File: config.mk
export PLATFORM = sky130hd
export DESIGN_NAME = gpio_in_filter
export DESIGN_NICKNAME = d
export VERILOG_FILES = /design/src/rtl/gpio_in_filter.sv
export SDC_FILE = /design/constraint.sdc
export NUM_CORES = 1
export LEC_CHECK = 0
export BUFFER_PORTS_ARGS = -buffer_cell sky130_fd_sc_hd__buf_2
export CAP_MARGIN = 30
export CORE_UTILIZATION = 47
export DETAILED_ROUTE_END_ITERATION = 10
export GPL_TIMING_DRIVEN = 0
export PLACE_DENSITY = 0.84
export SKIP_LAST_GASP = 1
export SLEW_MARGIN = 25
export SYNTH_ARGS = -nofsm -noshare
export SYNTH_HDL_FRONTEND = slang
export SYNTH_SLANG_ARGS = --single-unit
File: constraint.sdc
create_clock -name clk_i -period 1.4 [get_ports clk_i]
set_input_delay 0.07 -clock clk_i [delete_from_list [all_inputs] [get_ports clk_i]]
set_output_delay 0.07 -clock clk_i [all_outputs]
set_load 0.01 [all_outputs]
File: src/rtl/gpio_in_filter.sv
// rtl/gpio_in_filter.sv - per-pin synchroniser, stable-count debounce, edge pulses, sticky IRQ pending (IRQ logic built only with GPIO_IN_FILTER_IRQ_EN)
module gpio_in_filter #(
  parameter int WIDTH           = 8,
  parameter int DEBOUNCE_CYCLES = 16
) (
  input  logic             clk_i,
  input  logic             rst_i,
  input  logic             en_i,
  input  logic [WIDTH-1:0] data_i,
  input  logic [WIDTH-1:0] rise_en_i,
  input  logic [WIDTH-1:0] fall_en_i,
  input  logic [WIDTH-1:0] irq_clr_i,
  output logic [WIDTH-1:0] data_o,
  output logic [WIDTH-1:0] rise_o,
  output logic [WIDTH-1:0] fall_o,
  output logic [WIDTH-1:0] irq_pend_o,
  output logic             irq_o
);

  localparam int CNT_W = $clog2(DEBOUNCE_CYCLES + 1);
  localparam logic [CNT_W-1:0] CNT_LAST = CNT_W'(DEBOUNCE_CYCLES - 1);

  logic [WIDTH-1:0] sync;
  logic [CNT_W-1:0] cnt   [WIDTH];
  logic [CNT_W-1:0] cnt_n [WIDTH];
  logic [WIDTH-1:0] data_n;
  logic [WIDTH-1:0] rise_n;
  logic [WIDTH-1:0] fall_n;

  // Per-pin debounce decision: restart on disable or agreement, accept after a full stable run
  always_comb begin
    data_n = data_o;
    rise_n = '0;
    fall_n = '0;
    for (int i = 0; i < WIDTH; i++) begin
      cnt_n[i] = cnt[i];
      if (!en_i || (sync[i] == data_o[i])) begin
        cnt_n[i] = '0;
      end else if (cnt[i] == CNT_LAST) begin
        data_n[i] = sync[i];
        cnt_n[i]  = '0;
        rise_n[i] = sync[i];
        fall_n[i] = ~sync[i];
      end else begin
        cnt_n[i] = cnt[i] + 1'b1;
      end
    end
  end

  // Synchroniser, counters, filtered level and edge pulses
  always_ff @(posedge clk_i) begin
    if (rst_i) begin
      sync   <= '0;
      data_o <= '0;
      rise_o <= '0;
      fall_o <= '0;
      for (int i = 0; i < WIDTH; i++) begin
        cnt[i] <= '0;
      end
    end else begin
      sync   <= data_i;
      data_o <= data_n;
      rise_o <= rise_n;
      fall_o <= fall_n;
      for (int i = 0; i < WIDTH; i++) begin
        cnt[i] <= cnt_n[i];
      end
    end
  end

`ifdef GPIO_IN_FILTER_IRQ_EN
  logic [WIDTH-1:0] irq_set;

  // An enabled edge lands in the same edge as the level update; set beats clear
  assign irq_set = (rise_n & rise_en_i) | (fall_n & fall_en_i);

  // Sticky pending flags
  always_ff @(posedge clk_i) begin
    if (rst_i) begin
      irq_pend_o <= '0;
    end else begin
      irq_pend_o <= irq_set | (irq_pend_o & ~irq_clr_i);
    end
  end

  assign irq_o = |irq_pend_o;
`else
  logic unused_irq_inputs;

  // Interrupt controls have no effect in this build
  assign unused_irq_inputs = ^{rise_en_i, fall_en_i, irq_clr_i};
  assign irq_pend_o        = '0;
  assign irq_o             = 1'b0;
`endif

endmodule
=== Yosys cells after proc, flatten, opt, wreduce, memory -nomap -nowiden ===
Memory sizes are Yosys's and may differ from the RTL's.
Cells that the tools add are included.

* Bits in writable memories: 40
* Memories: 1
* Bits of input ports: 35
* Word-level logic and storage cells: 134
* Bits in registers: 32

* Eq/ne operators: 16
* Bitwise logic cells: 32
* Add/sub/neg operators: 8
* Mux-type cells: 27
* Reduce and logical (&&, ||, !) cells: 25

{| class="wikitable"
|+ Memories
! memory !! depth !! width !! rd ports !! clocked after memory_dff !! wr ports !! RTL line !! text
|-
| cnt || 8 || 5 || 8 || 0 || 8 || 24 || <nowiki>logic [CNT_W-1:0] cnt [WIDTH];</nowiki>
|}

{| class="wikitable"
|+ Operator list
! cell !! count
|-
| $mux W5 || 24
|-
| $add A5 B1 Y5 const B || 8
|-
| $eq A5 B4 Y1 const B || 8
|-
| $not A1 Y1 || 24
|-
| $reduce_or A3 Y1 || 8
|-
| $reduce_and A2 Y1 || 8
|-
| $eq A1 B1 Y1 || 8
|-
| $logic_or A1 B1 Y1 || 8
|-
| $or A1 B1 Y1 || 8
|-
| $mux W1 || 3
|-
| $logic_not A1 Y1 || 1
|}

=== Logic depth before layout (Yosys ltp) ===
An unclocked memory read counts as a cell.

* Depth after elaboration: 5
* Gate-level depth with buffers: 6
* Mapped depth without buffers: 6

=== Worst setup path before layout ===
Ideal clock, no wire load.

* Path kind: register to register
* Start: memory cnt[0][10] (netlist bit)
* End: memory cnt[0][12] (netlist bit)
* Cell stages (with the launch flop): 6
* Path slack: -52 ps
* Required time: 1336 ps
* Buffers on the path: 0
* Data arrival time: 1388 ps
* Clock period less this slack: 1452 ps
* Cells stage by stage: dfxtp_1 ha_1 and3_1 ha_1 or3_4 nor2_1

{| class="wikitable"
|+ RTL lines
! element !! RTL line
|-
| start, declared || 24
|}

==> metrics list <==
* Smallest hold slack: 0.0920 ns
- Area growth syn-to-layout: 39.2%
- Setup violators final: 3
- Design Area, Final: 0.00376 mm²
* Final critical path time including I/O delays and setup: 1.41 ns
* Total power of the final layout: 4.22 mW
- Sequential element share of the synthesized area: 53.3%
- WS Path Type: reg2reg
* Routed via count divided by cell count: 4.74
- Setup repair after global routing could not meet its margin everywhere.
- Once layout is complete, the utilization of the core stands at 67.9%.
- Largest fanout on the critical path: 5
- The die is 77.8 µm wide.
- For this run, the total global-route usage over all layers was measured as 19.4%.
- In this run the worst hold path is classified as in2reg.
- Counting flops and latches in the post-synthesis netlist gives 72.
- Cell area after synthesis: 0.00270 mm²
- In the post-route analysis, the smallest setup slack over all paths is -0.0133 ns.
* 1st-pass router iterations: 4
- Antenna diode count: 0
- Detail Placement HPWL: 3200 µm
- The total overflow left after global routing is 0.
- Leakage power of the design: 1.43 nW
- Entering global routing, the biggest net connects 14 pins.
- Number of buffers created by CTS: 9
- Global-route wire length before repair: 8780 µm
- The clock net in this run drives a total of 72 sinks.
- The number of placed instances, taps included, is 385.
* Via count of the first global-routing pass: 2,008
- The initial utilization of the core area, before any placement, comes to 48.8%.
* Drt initial violations: 61
* Initial antenna violation count: 0
* Instance count of the mapped netlist: 272
- Area after detailed placement: 0.00302 mm²
- CTS tree: done
* Post-synth cell types: 18
- Worst EP required: 1.68 ns
* Run status: finished with violations
* Number of max-cap violations: 0
- After detailed routing, the average wire length per cell comes to 13.5 µm.
* Maximum resistive drop on vdd: 0.000747 V
- Count of synthesis-stage warnings from yosys: 0
- Of the available clock period, the critical path in the final layout requires 101%.
* DRC: 0
* Post-layout net count: 398
- Die Footprint: 0.00606 mm²
- Vias after detailed routing: 2,011
* Max H-tree Level: 3
- From bottom edge to top edge, the die measures 77.8 µm.
- Arrival time of data at the critical path endpoint: 1.69 ns
- Clock latency on the worst-skew pair, taken at its later pin, is 0.35 ns.
- The finished layout holds 424 standard cells, fillers aside.
* Power density over the cells: 1120 mW/mm²
* Maximum frequency from static timing analysis: 708 MHz
- Port bufs: 33
- Final weighted congestion in routability-driven placement: 0.736
- The worst setup path is captured at a flip-flop.
* Clk Tree Root Cell: clkbuf_8
- The clock arrives with 0.00666 ns of skew.
* Count of pins over their slew limit: 0
* Routed wire length: 5710 µm
- Number of buffers on the longest clock path: 2
- After clock tree synthesis, the clock-pin slew on the worst setup and hold paths is 0.07 ns.
- 68 I/O pins were placed.
- Average size of a mapped cell: 9.94 µm²
* Placement row count: 27
* Final Hold Viols: 0
- The checks that failed: negative setup slack.
- Final ANT Viol Nets: 0
- Core region area: 0.00554 mm²
- STA classifies the critical path startpoint as a flip-flop.
- Layout cell share with drive strength beyond 1: 42.6%
[timing repair]
action                                 in CTS  in global routing
setup endpoints to repair                  40                 47
hold buffers                                9                  0
buffers inserted                            9                  5
pin swaps                                  25                 20
gates resized for setup                    23                 47
endpoints found under the hold margin       8                  0
[kinds of logic after synthesis]
kind of cell / count (synthesis) / synth area share [%]
AOI/OAI and AO/OA: 8 / 1.48
and+or+nand+nor: 122 / 24.3
adders and majority gates: 16 / 7.41
DFF: 72 / 53.3
xor gates and xnor gates: 24 / 7.78
buffers and inverters: 29 / 5.56
other: 1 / 0.139
[state kept, by name, indices dropped and copies added, names as in the netlist]
signal / cells
sync: 8
rise_o: 8
fall_o: 8
cnt: 40
data_o: 8
[report_power, final]
| part | total (mW) | switching [mW] | internal (mW) |
|---|---|---|---|
| Combinational | 0.164 | 0.0772 | 0.0869 |
| Sequential | 2.09 | 0.0234 | 2.06 |
| Clock | 1.97 | 0.785 | 1.18 |
[per-stage QoR]
step,TNS [ns],setup slack [ns]
5_1_grt,-0.748,-0.0649
3_5_place_dp,-2.42,-0.0920
4_1_cts,-0.0115,-0.0115
3_3_place_gp,-1.27,-0.0551
6_report,-0.0221,-0.0133
2_1_floorplan,0,0.00677
[layout make-up]
class	instances	area, µm²
multi-input combinational	179	1450
tap	72	90.1
fill	404	1780
clock buffer	9	124
sequential	72	1470
buffer	13	90.1
timing repair buffer	56	360
inverter	16	60.1
clock inverter	7	120
[worst paths after layout]
check,from,end,slack (ns),cells after the start
worst max register to register,cnt[1][5],cnt[1][5],-0.01,5
worst min-delay path,rst_i,sync[1],0.09,2
worst min register to register,cnt[0][5],cnt[0][5],0.43,1
worst max-delay path,cnt[1][5],cnt[1][5],-0.01,5
[placed cells by master (no fill, tap or decap), types with 11 or more instances in the layout]
cell	netlist	final
nand2_1	24	24
xnor2_1	16	16
nor2_1	40	14
nor2_2	0	26
inv_1	16	16
dfxtp_1	72	58
ha_4	0	16
nor3b_1	16	15
nand3_1	16	16
buf_2	3	36
dfxtp_2	0	11
buf_4	10	24
[critical path, stage by stage (launching register included)]
cell	delay, ns
dfxtp_2	0.34
ha_4	0.16
and3_4	0.18
ha_4	0.16
or3_4	0.37
nor2_2	0.12
[per-layer routing]
metal | global-route usage (%) | vias up | wire, µm
met5 | 0 | - | 0
met4 | 6.79 | 0 | 91
met3 | 8.00 | 10 | 273
met2 | 35.6 | 41 | 3050
met1 | 19.6 | 951 | 2290
li1 | - | 1009 | -
[synth_stat cells]
library cell / n / area, µm²
nor3b_1: 16 / 120
nor2b_1: 4 / 25.0
buf_2: 3 / 15.0
conb_1: 1 / 3.75
and3_1: 8 / 50.1
nor2_1: 40 / 150
nand2_1: 24 / 90.1
dfxtp_1: 72 / 1440
ha_1: 16 / 200
or3_4: 8 / 90.1
and2b_1: 5 / 37.5
a21oi_1: 8 / 40.0
inv_1: 16 / 60.1
buf_4: 10 / 75.1
nand3_1: 16 / 80.1
xor2_1: 8 / 70.1
xnor2_1: 16 / 140
nand2b_4: 1 / 13.8
No activity file was read; power rests on OpenSTA's default activity.
